==> src/rtl/axi_reg_slice_pkg.sv <==
// axi_reg_slice_pkg: shared types, field widths and per-channel payload geometry for the AXI register slice.
package axi_reg_slice_pkg;
  localparam int ADDR_W = 32;
  localparam int DATA_W = 32;
  localparam int ID_W = 4;
  localparam int STALL_CNT_W = 32;
  typedef enum logic { MODE_BYPASS, MODE_REG } mode_e;
  typedef enum logic [2:0] { CH_AW, CH_W, CH_B, CH_AR, CH_R } ch_e;
  typedef enum logic [1:0] { ST_EMPTY, ST_ONE, ST_FULL } stage_e;
  typedef logic [ADDR_W-1:0] addr_t;
  typedef logic [DATA_W-1:0] data_t;
  typedef logic [DATA_W/8-1:0] strb_t;
  typedef logic [ID_W-1:0] id_t;
  typedef logic [1:0] burst_t;
  typedef logic [7:0] len_t;
  typedef logic [2:0] size_t;
  typedef logic [1:0] resp_t;
  typedef struct packed { addr_t addr; burst_t burst; len_t len; size_t size; id_t id; } ax_pl_t;
  typedef struct packed { data_t data; strb_t strb; logic last; } w_pl_t;
  typedef struct packed { resp_t resp; id_t id; } b_pl_t;
  typedef struct packed { data_t data; logic last; id_t id; resp_t resp; } r_pl_t;
  localparam int PL_TOTAL = 2 * $bits(ax_pl_t) + $bits(w_pl_t) + $bits(b_pl_t) + $bits(r_pl_t);
  function automatic int pl_w(ch_e c);
    return c == CH_W ? $bits(w_pl_t) : c == CH_B ? $bits(b_pl_t) : c == CH_R ? $bits(r_pl_t) : $bits(ax_pl_t);
  endfunction
  // Channels are packed into one flat vector in channel-index order, AW in the LSBs.
  function automatic int pl_off(ch_e c);
    int o = 0;
    for (int i = 0; i < int'(c); i++) o += pl_w(ch_e'(i));
    return o;
  endfunction
endpackage

==> src/rtl/axi_reg_slice_if.sv <==
// axi_bus_t: AXI4 bus bundle (AW, W, B, AR, R); master drives requests and response readies, slave the rest.
interface axi_bus_t;
  import axi_reg_slice_pkg::*;
  addr_t awaddr;
  burst_t awburst;
  len_t awlen;
  size_t awsize;
  id_t awid;
  logic awvalid, awready;
  data_t wdata;
  strb_t wstrb;
  logic wlast, wvalid, wready;
  resp_t bresp;
  id_t bid;
  logic bvalid, bready;
  addr_t araddr;
  burst_t arburst;
  len_t arlen;
  size_t arsize;
  id_t arid;
  logic arvalid, arready;
  data_t rdata;
  logic rlast;
  id_t rid;
  resp_t rresp;
  logic rvalid, rready;
  modport master (
    output awaddr, awburst, awlen, awsize, awid, awvalid, input awready,
    output wdata, wstrb, wlast, wvalid, input wready,
    input bresp, bid, bvalid, output bready,
    output araddr, arburst, arlen, arsize, arid, arvalid, input arready,
    input rdata, rlast, rid, rresp, rvalid, output rready
  );
  modport slave (
    input awaddr, awburst, awlen, awsize, awid, awvalid, output awready,
    input wdata, wstrb, wlast, wvalid, output wready,
    output bresp, bid, bvalid, input bready,
    input araddr, arburst, arlen, arsize, arid, arvalid, output arready,
    output rdata, rlast, rid, rresp, rvalid, input rready
  );
endinterface

==> src/rtl/axi_reg_slice_skid_stage.sv <==
// axi_skid_stage: two-entry skid buffer; ready/valid decode from registered state only, so no comb path crosses it.
// Ports: clk, rst_n (async active-low), in_valid/in_ready/in_data upstream, out_valid/out_ready/out_data downstream.
module axi_skid_stage import axi_reg_slice_pkg::*; #(
  parameter int W = 8
) (
  input  logic         clk,
  input  logic         rst_n,
  input  logic         in_valid,
  output logic         in_ready,
  input  logic [W-1:0] in_data,
  output logic         out_valid,
  input  logic         out_ready,
  output logic [W-1:0] out_data
);
  stage_e state;
  logic [W-1:0] skid;
  logic push, pop;
  assign in_ready = state != ST_FULL;
  assign out_valid = state != ST_EMPTY;
  assign push = in_valid && in_ready;
  assign pop = out_valid && out_ready;
  always_ff @(posedge clk or negedge rst_n)
    if (!rst_n) state <= ST_EMPTY;
    else if (push && !pop) state <= state == ST_EMPTY ? ST_ONE : ST_FULL;
    else if (pop && !push) state <= state == ST_FULL ? ST_ONE : ST_EMPTY;
  // out_data always holds the oldest beat; skid only holds the younger one while FULL.
  always_ff @(posedge clk) begin
    if (push && (state == ST_EMPTY || pop)) out_data <= in_data;
    else if (pop && state == ST_FULL) out_data <= skid;
    if (push && !pop && state == ST_ONE) skid <= in_data;
  end
endmodule

==> src/rtl/axi_reg_slice.sv <==
// axi_reg_slice: AXI4 register slice, each channel either bypass wires or a chain of PIPE_LEVEL skid stages.
// Ports: clk, rst_n (async active-low), s_axi (upstream slave), m_axi (downstream master);
// with AXI_REG_SLICE_STATS_EN also stats_clr and stall_cnt (per-channel stall counters, index AW,W,B,AR,R).
module axi_reg_slice import axi_reg_slice_pkg::*; #(
  parameter int    PIPE_LEVEL = 3,
  parameter mode_e AW_MODE    = MODE_REG,
  parameter mode_e W_MODE     = MODE_REG,
  parameter mode_e B_MODE     = MODE_REG,
  parameter mode_e AR_MODE    = MODE_REG,
  parameter mode_e R_MODE     = MODE_REG
) (
  input  logic clk,
  input  logic rst_n,
`ifdef AXI_REG_SLICE_STATS_EN
  input  logic stats_clr,
  output logic [4:0][STALL_CNT_W-1:0] stall_cnt,
`endif
  axi_bus_t.slave  s_axi,
  axi_bus_t.master m_axi
);
  localparam logic [4:0] REG_CH = {R_MODE == MODE_REG, AR_MODE == MODE_REG, B_MODE == MODE_REG,
                                   W_MODE == MODE_REG, AW_MODE == MODE_REG};
  ax_pl_t aw_i, aw_o, ar_i, ar_o;
  w_pl_t w_i, w_o;
  b_pl_t b_i, b_o;
  r_pl_t r_i, r_o;
  logic [PL_TOTAL-1:0] in_pl, out_pl;
  logic [4:0] in_valid, in_ready, out_valid, out_ready;
  assign aw_i = {s_axi.awaddr, s_axi.awburst, s_axi.awlen, s_axi.awsize, s_axi.awid};
  assign w_i = {s_axi.wdata, s_axi.wstrb, s_axi.wlast};
  assign b_i = {m_axi.bresp, m_axi.bid};
  assign ar_i = {s_axi.araddr, s_axi.arburst, s_axi.arlen, s_axi.arsize, s_axi.arid};
  assign r_i = {m_axi.rdata, m_axi.rlast, m_axi.rid, m_axi.rresp};
  assign {m_axi.awaddr, m_axi.awburst, m_axi.awlen, m_axi.awsize, m_axi.awid} = aw_o;
  assign {m_axi.wdata, m_axi.wstrb, m_axi.wlast} = w_o;
  assign {s_axi.bresp, s_axi.bid} = b_o;
  assign {m_axi.araddr, m_axi.arburst, m_axi.arlen, m_axi.arsize, m_axi.arid} = ar_o;
  assign {s_axi.rdata, s_axi.rlast, s_axi.rid, s_axi.rresp} = r_o;
  assign in_pl = {r_i, ar_i, b_i, w_i, aw_i};
  assign {r_o, ar_o, b_o, w_o, aw_o} = out_pl;
  // "in" is the producing side of each channel: s_axi for AW/W/AR, m_axi for B/R.
  assign in_valid = {m_axi.rvalid, s_axi.arvalid, m_axi.bvalid, s_axi.wvalid, s_axi.awvalid};
  assign out_ready = {s_axi.rready, m_axi.arready, s_axi.bready, m_axi.wready, m_axi.awready};
  assign {s_axi.rvalid, m_axi.arvalid, s_axi.bvalid, m_axi.wvalid, m_axi.awvalid} = out_valid;
  assign {m_axi.rready, s_axi.arready, m_axi.bready, s_axi.wready, s_axi.awready} = in_ready;
  for (genvar c = 0; c < 5; c++) begin : g_ch
    localparam int W = pl_w(ch_e'(c));
    localparam int O = pl_off(ch_e'(c));
    if (!REG_CH[c]) begin : g_byp
      assign out_pl[O +: W] = in_pl[O +: W];
      assign out_valid[c] = in_valid[c];
      assign in_ready[c] = out_ready[c];
    end else begin : g_reg
      logic [W-1:0] d [PIPE_LEVEL+1];
      logic [PIPE_LEVEL:0] v, r;
      assign d[0] = in_pl[O +: W];
      assign v[0] = in_valid[c];
      assign in_ready[c] = r[0];
      assign out_pl[O +: W] = d[PIPE_LEVEL];
      assign out_valid[c] = v[PIPE_LEVEL];
      assign r[PIPE_LEVEL] = out_ready[c];
      for (genvar s = 0; s < PIPE_LEVEL; s++) begin : g_st
        axi_skid_stage #(.W(W)) u_stage (
          .clk, .rst_n,
          .in_valid(v[s]), .in_ready(r[s]), .in_data(d[s]),
          .out_valid(v[s+1]), .out_ready(r[s+1]), .out_data(d[s+1])
        );
      end
    end
  end
`ifdef AXI_REG_SLICE_STATS_EN
  // A stall is a downstream-side beat offered but not taken; clear beats increment, counts saturate.
  always_ff @(posedge clk or negedge rst_n)
    if (!rst_n) stall_cnt <= '0;
    else for (int i = 0; i < 5; i++)
      stall_cnt[i] <= stats_clr ? '0 :
                      (out_valid[i] && !out_ready[i] && stall_cnt[i] != '1) ? stall_cnt[i] + STALL_CNT_W'(1) :
                      stall_cnt[i];
`endif
endmodule

==> src/flat_wrapper.sv <==
// flat-port wrapper written by rule: the top's interface ports become plain ports
module axi_reg_slice_flat import axi_reg_slice_pkg::*;
#(
  parameter int    PIPE_LEVEL = 3,
  parameter mode_e AW_MODE    = MODE_REG,
  parameter mode_e W_MODE     = MODE_REG,
  parameter mode_e B_MODE     = MODE_REG,
  parameter mode_e AR_MODE    = MODE_REG,
  parameter mode_e R_MODE     = MODE_REG
)
  (clk, rst_n, s_axi_awaddr, s_axi_awburst, s_axi_awlen, s_axi_awsize, s_axi_awid, s_axi_awvalid, s_axi_awready, s_axi_wdata, s_axi_wstrb, s_axi_wlast, s_axi_wvalid, s_axi_wready, s_axi_bresp, s_axi_bid, s_axi_bvalid, s_axi_bready, s_axi_araddr, s_axi_arburst, s_axi_arlen, s_axi_arsize, s_axi_arid, s_axi_arvalid, s_axi_arready, s_axi_rdata, s_axi_rlast, s_axi_rid, s_axi_rresp, s_axi_rvalid, s_axi_rready, m_axi_awaddr, m_axi_awburst, m_axi_awlen, m_axi_awsize, m_axi_awid, m_axi_awvalid, m_axi_awready, m_axi_wdata, m_axi_wstrb, m_axi_wlast, m_axi_wvalid, m_axi_wready, m_axi_bresp, m_axi_bid, m_axi_bvalid, m_axi_bready, m_axi_araddr, m_axi_arburst, m_axi_arlen, m_axi_arsize, m_axi_arid, m_axi_arvalid, m_axi_arready, m_axi_rdata, m_axi_rlast, m_axi_rid, m_axi_rresp, m_axi_rvalid, m_axi_rready);
  axi_bus_t s_axi_i ();
  axi_bus_t m_axi_i ();
  input  logic clk;
  input  logic rst_n;
  input wire logic [$bits(s_axi_i.awaddr)-1:0] s_axi_awaddr;
  input wire logic [$bits(s_axi_i.awburst)-1:0] s_axi_awburst;
  input wire logic [$bits(s_axi_i.awlen)-1:0] s_axi_awlen;
  input wire logic [$bits(s_axi_i.awsize)-1:0] s_axi_awsize;
  input wire logic [$bits(s_axi_i.awid)-1:0] s_axi_awid;
  input wire logic [$bits(s_axi_i.awvalid)-1:0] s_axi_awvalid;
  output wire logic [$bits(s_axi_i.awready)-1:0] s_axi_awready;
  input wire logic [$bits(s_axi_i.wdata)-1:0] s_axi_wdata;
  input wire logic [$bits(s_axi_i.wstrb)-1:0] s_axi_wstrb;
  input wire logic [$bits(s_axi_i.wlast)-1:0] s_axi_wlast;
  input wire logic [$bits(s_axi_i.wvalid)-1:0] s_axi_wvalid;
  output wire logic [$bits(s_axi_i.wready)-1:0] s_axi_wready;
  output wire logic [$bits(s_axi_i.bresp)-1:0] s_axi_bresp;
  output wire logic [$bits(s_axi_i.bid)-1:0] s_axi_bid;
  output wire logic [$bits(s_axi_i.bvalid)-1:0] s_axi_bvalid;
  input wire logic [$bits(s_axi_i.bready)-1:0] s_axi_bready;
  input wire logic [$bits(s_axi_i.araddr)-1:0] s_axi_araddr;
  input wire logic [$bits(s_axi_i.arburst)-1:0] s_axi_arburst;
  input wire logic [$bits(s_axi_i.arlen)-1:0] s_axi_arlen;
  input wire logic [$bits(s_axi_i.arsize)-1:0] s_axi_arsize;
  input wire logic [$bits(s_axi_i.arid)-1:0] s_axi_arid;
  input wire logic [$bits(s_axi_i.arvalid)-1:0] s_axi_arvalid;
  output wire logic [$bits(s_axi_i.arready)-1:0] s_axi_arready;
  output wire logic [$bits(s_axi_i.rdata)-1:0] s_axi_rdata;
  output wire logic [$bits(s_axi_i.rlast)-1:0] s_axi_rlast;
  output wire logic [$bits(s_axi_i.rid)-1:0] s_axi_rid;
  output wire logic [$bits(s_axi_i.rresp)-1:0] s_axi_rresp;
  output wire logic [$bits(s_axi_i.rvalid)-1:0] s_axi_rvalid;
  input wire logic [$bits(s_axi_i.rready)-1:0] s_axi_rready;
  output wire logic [$bits(m_axi_i.awaddr)-1:0] m_axi_awaddr;
  output wire logic [$bits(m_axi_i.awburst)-1:0] m_axi_awburst;
  output wire logic [$bits(m_axi_i.awlen)-1:0] m_axi_awlen;
  output wire logic [$bits(m_axi_i.awsize)-1:0] m_axi_awsize;
  output wire logic [$bits(m_axi_i.awid)-1:0] m_axi_awid;
  output wire logic [$bits(m_axi_i.awvalid)-1:0] m_axi_awvalid;
  input wire logic [$bits(m_axi_i.awready)-1:0] m_axi_awready;
  output wire logic [$bits(m_axi_i.wdata)-1:0] m_axi_wdata;
  output wire logic [$bits(m_axi_i.wstrb)-1:0] m_axi_wstrb;
  output wire logic [$bits(m_axi_i.wlast)-1:0] m_axi_wlast;
  output wire logic [$bits(m_axi_i.wvalid)-1:0] m_axi_wvalid;
  input wire logic [$bits(m_axi_i.wready)-1:0] m_axi_wready;
  input wire logic [$bits(m_axi_i.bresp)-1:0] m_axi_bresp;
  input wire logic [$bits(m_axi_i.bid)-1:0] m_axi_bid;
  input wire logic [$bits(m_axi_i.bvalid)-1:0] m_axi_bvalid;
  output wire logic [$bits(m_axi_i.bready)-1:0] m_axi_bready;
  output wire logic [$bits(m_axi_i.araddr)-1:0] m_axi_araddr;
  output wire logic [$bits(m_axi_i.arburst)-1:0] m_axi_arburst;
  output wire logic [$bits(m_axi_i.arlen)-1:0] m_axi_arlen;
  output wire logic [$bits(m_axi_i.arsize)-1:0] m_axi_arsize;
  output wire logic [$bits(m_axi_i.arid)-1:0] m_axi_arid;
  output wire logic [$bits(m_axi_i.arvalid)-1:0] m_axi_arvalid;
  input wire logic [$bits(m_axi_i.arready)-1:0] m_axi_arready;
  input wire logic [$bits(m_axi_i.rdata)-1:0] m_axi_rdata;
  input wire logic [$bits(m_axi_i.rlast)-1:0] m_axi_rlast;
  input wire logic [$bits(m_axi_i.rid)-1:0] m_axi_rid;
  input wire logic [$bits(m_axi_i.rresp)-1:0] m_axi_rresp;
  input wire logic [$bits(m_axi_i.rvalid)-1:0] m_axi_rvalid;
  output wire logic [$bits(m_axi_i.rready)-1:0] m_axi_rready;
  assign s_axi_i.awaddr = s_axi_awaddr;
  assign s_axi_i.awburst = s_axi_awburst;
  assign s_axi_i.awlen = s_axi_awlen;
  assign s_axi_i.awsize = s_axi_awsize;
  assign s_axi_i.awid = s_axi_awid;
  assign s_axi_i.awvalid = s_axi_awvalid;
  assign s_axi_awready = s_axi_i.awready;
  assign s_axi_i.wdata = s_axi_wdata;
  assign s_axi_i.wstrb = s_axi_wstrb;
  assign s_axi_i.wlast = s_axi_wlast;
  assign s_axi_i.wvalid = s_axi_wvalid;
  assign s_axi_wready = s_axi_i.wready;
  assign s_axi_bresp = s_axi_i.bresp;
  assign s_axi_bid = s_axi_i.bid;
  assign s_axi_bvalid = s_axi_i.bvalid;
  assign s_axi_i.bready = s_axi_bready;
  assign s_axi_i.araddr = s_axi_araddr;
  assign s_axi_i.arburst = s_axi_arburst;
  assign s_axi_i.arlen = s_axi_arlen;
  assign s_axi_i.arsize = s_axi_arsize;
  assign s_axi_i.arid = s_axi_arid;
  assign s_axi_i.arvalid = s_axi_arvalid;
  assign s_axi_arready = s_axi_i.arready;
  assign s_axi_rdata = s_axi_i.rdata;
  assign s_axi_rlast = s_axi_i.rlast;
  assign s_axi_rid = s_axi_i.rid;
  assign s_axi_rresp = s_axi_i.rresp;
  assign s_axi_rvalid = s_axi_i.rvalid;
  assign s_axi_i.rready = s_axi_rready;
  assign m_axi_awaddr = m_axi_i.awaddr;
  assign m_axi_awburst = m_axi_i.awburst;
  assign m_axi_awlen = m_axi_i.awlen;
  assign m_axi_awsize = m_axi_i.awsize;
  assign m_axi_awid = m_axi_i.awid;
  assign m_axi_awvalid = m_axi_i.awvalid;
  assign m_axi_i.awready = m_axi_awready;
  assign m_axi_wdata = m_axi_i.wdata;
  assign m_axi_wstrb = m_axi_i.wstrb;
  assign m_axi_wlast = m_axi_i.wlast;
  assign m_axi_wvalid = m_axi_i.wvalid;
  assign m_axi_i.wready = m_axi_wready;
  assign m_axi_i.bresp = m_axi_bresp;
  assign m_axi_i.bid = m_axi_bid;
  assign m_axi_i.bvalid = m_axi_bvalid;
  assign m_axi_bready = m_axi_i.bready;
  assign m_axi_araddr = m_axi_i.araddr;
  assign m_axi_arburst = m_axi_i.arburst;
  assign m_axi_arlen = m_axi_i.arlen;
  assign m_axi_arsize = m_axi_i.arsize;
  assign m_axi_arid = m_axi_i.arid;
  assign m_axi_arvalid = m_axi_i.arvalid;
  assign m_axi_i.arready = m_axi_arready;
  assign m_axi_i.rdata = m_axi_rdata;
  assign m_axi_i.rlast = m_axi_rlast;
  assign m_axi_i.rid = m_axi_rid;
  assign m_axi_i.rresp = m_axi_rresp;
  assign m_axi_i.rvalid = m_axi_rvalid;
  assign m_axi_rready = m_axi_i.rready;
  axi_reg_slice #(.PIPE_LEVEL(PIPE_LEVEL), .AW_MODE(AW_MODE), .W_MODE(W_MODE), .B_MODE(B_MODE), .AR_MODE(AR_MODE), .R_MODE(R_MODE)) u_core (.clk(clk), .rst_n(rst_n), .s_axi(s_axi_i), .m_axi(m_axi_i));
endmodule
==> config.mk <==
export PLATFORM = sky130hd
export DESIGN_NAME = axi_reg_slice_flat
export DESIGN_NICKNAME = d
export VERILOG_FILES = /design/src/rtl/axi_reg_slice_pkg.sv /design/src/rtl/axi_reg_slice_if.sv /design/src/rtl/axi_reg_slice_skid_stage.sv /design/src/rtl/axi_reg_slice.sv /design/src/flat_wrapper.sv
export SDC_FILE = /design/constraint.sdc
export NUM_CORES = 1
export LEC_CHECK = 0
export BUFFER_PORTS_ARGS = -buffer_cell sky130_fd_sc_hd__buf_2
export CORE_MARGIN = 4
export CORE_UTILIZATION = 64
export DETAILED_ROUTE_END_ITERATION = 6
export HOLD_SLACK_MARGIN = 0.03
export PLACE_DENSITY = 0.85
export SYNTH_ARGS = -nofsm -noshare
export SYNTH_HDL_FRONTEND = slang
export SYNTH_SLANG_ARGS = --single-unit
==> constraint.sdc <==
create_clock -name clk -period 11.65 [get_ports clk]
set_input_delay 0 -clock clk [delete_from_list [all_inputs] [get_ports clk]]
set_output_delay 0 -clock clk [all_outputs]
set_load 0.05 [all_outputs]
After elaboration in Yosys (flattened, before gate mapping)
Index checks and enable logic that the tools add are counted.
{ "totals": {"wordCells": 370, "inputBits": 192, "output_inout_bits": 190, "regBits": 1110} }
{ "op_classes": {"eq_ne": 45, "reduce_logical": 190, "n_mux": 90} }
{ "op_table": {"columns": ["operator", "count"], "rows": [
  ["49-bit 2-to-1 mux", 12],
  ["39-bit 2-to-1 mux", 6],
  ["37-bit 2-to-1 mux", 6],
  ["1-bit logical AND", 95],
  ["2-bit 2-to-1 mux", 45],
  ["2-bit nonzero test", 45],
  ["6-bit 2-to-1 mux", 6],
  ["2-bit by 1-bit == test with 1-bit output, second input constant", 15],
  ["2-bit == test, second input constant", 15],
  ["2-bit logical NOT", 15],
  ["2-bit inequality test, second input constant", 15],
  ["1-bit logical NOT", 20],
  ["1-bit logical OR", 15],
  ["1-bit 2-to-1 mux", 15]
]} }

Logic depth before layout (Yosys ltp)
{ "logic_depth": {"word_depth": 6, "mapped_depth": 7, "depth_no_buf": 6} }

Modules after synthesis
Synthesis repeated with hierarchy kept, for this count alone.
{ "hier_totals": {"hier_cells": 1962, "area_unflattened_um2": 42299.3} }
{ "by_module_without_submodules": {"columns": ["mod", "area_per_inst_um2", "instances", "cells_per_inst", "seq_area_each_um2"], "rows": [
  ["axi_skid_stage (u_core.g_ch[0].g_reg.g_st[0].u_stage ...)", 3733.6, 6, 171, 2992.9],
  ["axi_skid_stage (u_core.g_ch[4].g_reg.g_st[0].u_stage ...)", 3015.4, 3, 140, 2392.3],
  ["axi_skid_stage (u_core.g_ch[1].g_reg.g_st[0].u_stage ...)", 2989.1, 3, 134, 2272.2],
  ["axi_skid_stage (u_core.g_ch[2].g_reg.g_st[0].u_stage ...)", 628.1, 3, 38, 410.4]
]} }

Least setup slack after synthesis
No wires, ideal clock.
{ "synth_path": {"path_kind": "flip-flop to flip-flop", "start": "register u_core.g_ch[3].g_reg.g_st[1].u_stage.state[0]", "end": "register u_core.g_ch[3].g_reg.g_st[2].u_stage.skid[0] (enable)", "synth_period_minus_slack_ps": 6196, "arrival_time_ps": 5602, "path_slack_ps": 5454, "path_buffers": 0, "stages_incl_launch_ff": 3, "required_time_ps": 11056, "setup_ps": 594, "cell_sequence": "dfrtp_1 nor2_2 nor4b_1"} }
{ "synth_via": {"elab_chain_cells": 4} }
{ "synth_lines": {"columns": ["item", "line", "source"], "rows": [
  ["start, declared", "axi_reg_slice_skid_stage.sv:15", "stage_e state;"],
  ["start signal, assigned", "axi_reg_slice_skid_stage.sv:24", "else if (push && !pop) state <= state == ST_EMPTY ? ST_ONE : ST_FULL;"],
  ["start signal, assigned", "axi_reg_slice_skid_stage.sv:25", "else if (pop && !push) state <= state == ST_FULL ? ST_ONE : ST_EMPTY;"],
  ["2-bit nonzero test", "axi_reg_slice_skid_stage.sv:19", "assign out_valid = state != ST_EMPTY;"],
  ["1-bit logical AND", "axi_reg_slice_skid_stage.sv:20", "assign push = in_valid && in_ready;"],
  ["1-bit logical AND (2 in a row)", "axi_reg_slice_skid_stage.sv:30", "if (push && !pop && state == ST_ONE) skid <= in_data;"],
  ["end signal, assigned", "axi_reg_slice_skid_stage.sv:30", null],
  ["end, declared", "axi_reg_slice_skid_stage.sv:16", "logic [W-1:0] skid;"]
]} }
Every way passes these cells.
A chain may end at the register's enable or synchronous reset.

Worst setup path in the final report
{ "layout_path": {"start": "register u_core.g_ch[0].g_reg.g_st[2].u_stage.state[0]", "end": "register u_core.g_ch[0].g_reg.g_st[2].u_stage.out_data[39] (enable)"} }
{ "layout_via": {"elab_chain_cells": 5, "word_cells_on_any_way": 10, "classes_between": "eq/ne (2); reduce/logical (8)"} }
{ "layout_lines": {"columns": ["item", "line", "source"], "rows": [
  ["start, declared", "axi_reg_slice_skid_stage.sv:15", null],
  ["start signal, assigned", "axi_reg_slice_skid_stage.sv:24", null],
  ["start signal, assigned", "axi_reg_slice_skid_stage.sv:25", null],
  ["2-bit nonzero test", "axi_reg_slice_skid_stage.sv:19", null],
  ["1-bit logical AND", "axi_reg_slice_skid_stage.sv:21", "assign pop = out_valid && out_ready;"],
  ["1-bit logical OR", "axi_reg_slice_skid_stage.sv:28", "if (push && (state == ST_EMPTY || pop)) out_data <= in_data;"],
  ["1-bit logical AND", "axi_reg_slice_skid_stage.sv:28", null],
  ["2-bit nonzero test (no source line) *", null, null],
  ["end signal, assigned", "axi_reg_slice_skid_stage.sv:28", null],
  ["end signal, assigned", "axi_reg_slice_skid_stage.sv:29", "else if (pop && state == ST_FULL) out_data <= skid;"],
  ["end, declared", "axi_reg_slice_skid_stage.sv:13", "output logic [W-1:0] out_data"]
]} }
Every way passes the cells marked *; elsewhere a longest branch is shown, timed or not.

==> metrics.yaml <==
tns_ns: 0
drc: 0
syn_avg_cell_area_um2: 20.3
ios: 382
rsz0062_at_grt: "no"
cts_buffer_depth: 3
ys_warn_count: 0
fin_crit_sh: 0.230
wl_per_cell_um: 26.5
p_per_area_nw_per_um2: 291
place_area_um2: 44000
cp_top_family: "buffers and inverters"
postCtsSetupBuffers: 0
drv_cap: 0
portBuffers: 381
seq_area_frac_synth: 0.785
clk_pin_slew_worst_paths_ns: 0.07
area_delta_synth_final_pct: 17.4
cp_slowest_cell: "buf_4"
ys_types: 44
via_count: 20900
grt_max_degree: 51
cp_num_buf_inv: 2
start_kind: "flip-flop"
cts_tree: "yes"
yosys_most_used_dff: "edfxtp_1"
slew_headroom: 0.112
globalRouteOverflowTotal: 0
irDropWorstVdd_uv: 189
crit_type: "reg -> reg"
critical_path_arrival_ns: 2.96
met2_length_um: 49200
numCtsBuffers: 104
cp_cell_sequence: "or2_2 > a21oi_4 > buf_4 > a21o_2 > buf_4"
synth_area_um2: 42300
track_usage: 0.261
skew_ns: 0.0290
clockRootBuffer: "clkbuf_16"
dr.max_layer_used: "met5"
coreArea_um2: 64900
mostFrequentLayoutCells: "1080 x edfxtp_1, 514 x mux2_2, 381 x buf_2"
post_route_cells_drive_above_1_share: 0.431
crit_fanout: 50
finalHoldViolations: 0
syn_inst: 2086
min_period_ns: 2.69
synth_nets: 2284
fin_area_um2: 49600
pre_cts_slack_ns: 9.00
synth_edf_count: 1080
dr.first_iter.drc_count: 2192
clock.fmax_mhz: 372
outcome: "finished clean"
nets: 2764
die_width_um: 265
globalplace.congestion: 0.823
layout_commonest_cell: "edfxtp_1"
hold_class: "in -> reg"
worstPathRequired_ns: 11.93
dp_hpwl_um: 49600
grt_pass1_wl_um: 139000
setup_viol: 0
placedCellCount: 3122
via_per_inst: 5.94
firstDrtPassIters: 7
nFillCells: 3077
dieArea_um2: 70200
fin_hold_ws_ns: 0.0798
drv_slew: 0
wirelength_um: 93100
clk_latency_ns: 0.66
worst_slew_pin_slew_ns: 1.33
htree_num_levels: 3
cts_resized: 0
final_cells: 3514
async_flop_share: 0.0270
dr_wl_met3_um: 7410
grt_antenna_before_repair: 7
antenna_left: 0
start_util: 0.651
wl_met1_um: 33500
crit_top_cell: "buf_4"
clkSinkCount: 1110
worst_slack_ns: 8.96
cpPeakStageDelay_ns: 0.60
yosys_register_bits: 1110
rows: 93
cp-end-kind: "flip-flop"
dieHeight_um: 265
leakagePower_nw: 17.4
grt_pass1_vias: 22200
-- Yosys cell counts (4+ instances only) --
| cell | n | area, µm² |
|---|---|---|
| mux2_4 | 10 | 150 |
| nor3b_1 | 5 | 37.5 |
| buf_2 | 35 | 175 |
| nor2b_1 | 10 | 62.6 |
| dfrtp_1 | 30 | 751 |
| nand3b_1 | 4 | 30.0 |
| mux2_2 | 514 | 5790 |
| edfxtp_1 | 1080 | 32400 |
| o211ai_1 | 11 | 82.6 |
| o21ai_0 | 22 | 110 |
| o221ai_1 | 4 | 35.0 |
| nor2_1 | 19 | 71.3 |
| o22a_1 | 6 | 52.6 |
| mux2_1 | 16 | 180 |
| buf_6 | 6 | 67.6 |
| and2_1 | 9 | 56.3 |
| nand2_1 | 16 | 60.1 |
| xnor2_1 | 6 | 52.6 |
| inv_1 | 10 | 37.5 |
| nor4b_1 | 4 | 35.0 |
| o2bb2ai_1 | 4 | 35.0 |
| nand3_1 | 11 | 55.1 |
| a21o_1 | 7 | 52.6 |
| buf_4 | 190 | 1430 |
| ha_1 | 6 | 75.1 |
| or2_2 | 7 | 43.8 |
| nand2b_1 | 12 | 75.1 |
| nor3_1 | 7 | 35.0 |
-- path summary, 6_finish.rpt --
| check | slack (ns) | to | depth (start not counted) | startpoint |
|---|---|---|---|---|
| max | 8.96 | u_core.g_ch[0].g_reg.g_st[2].u_stage.out_data[39] | 5 | u_core.g_ch[0].g_reg.g_st[2].u_stage.state[0] |
| min | 0.08 | u_core.g_ch[3].g_reg.g_st[0].u_stage.skid[7] | 2 | s_axi_arlen[0] |
| max reg2reg | 8.96 | u_core.g_ch[0].g_reg.g_st[2].u_stage.out_data[39] | 5 | u_core.g_ch[0].g_reg.g_st[2].u_stage.state[0] |
| min reg2reg | 0.44 | u_core.g_ch[3].g_reg.g_st[1].u_stage.skid[8] | 0 | u_core.g_ch[3].g_reg.g_st[0].u_stage.out_data[8] |
| max in group asynchronous | 10.81 | u_core.g_ch[3].g_reg.g_st[2].u_stage.state[0] | 4 | rst_n |
| min in group asynchronous | 0.36 | u_core.g_ch[1].g_reg.g_st[1].u_stage.state[0] | 3 | rst_n |
-- where the power goes --
part	switching, mW	internal, mW	leakage, nW
logic	2.82	1.27	5.17
registers	0.590	6.11	10.5
clock network	1.52	2.13	1.77
total	4.93	9.51	17.4
-- final cells by class --
class / instances / area [µm²] / share of cell area
Sequential cell: 1110 / 33200 / 0.668
Clock buffer: 119 / 2680 / 0.0540
Tap cell: 855 / 1070 / 0.0216
Inverter: 10 / 37.5 / 0.000756
Multi-Input combinational cell: 733 / 7610 / 0.153
Antenna cell: 7 / 17.5 / 0.000353
Timing Repair Buffer: 607 / 4100 / 0.0825
Clock inverter: 73 / 948 / 0.0191
-- through the flow --
step	power (mW)	util
final	14.4	0.764
after global routing	14.9	0.764
after CTS	14.3	0.764
after detailed placement	10.6	0.678
after global placement	10.4	0.678
after floorplan	9.94	-
-- flip-flops by register name (all words and copies together), names as in the netlist --
register,cells
u_core.g_ch.g_reg.g_st.u_stage.out_data,540
u_core.g_ch.g_reg.g_st.u_stage.skid,540
u_core.g_ch.g_reg.g_st.u_stage.state,30
-- cells by family after synthesis --
kind of cell,after synthesis,share of synthesized area
compound gates,71,0.0124
xor+xnor,6,0.00124
fa+ha+maj,6,0.00178
buf+inv,243,0.0406
flops,1110,0.785
mux,540,0.145
simple gates,110,0.0145
-- what timing repair did --
action	in CTS	in global routing
hold endpoints to repair	417	0
hold buffers	193	0
setup endpoints to repair	0	0
-- per-layer routing --
metal  GRT usage  vias up
met4      0.0842        4
li1            -     8921
met1       0.322    10600
met5           0        -
met3      0.0563      215
met2       0.465     1118
No activity file was read; power rests on OpenSTA's default activity.
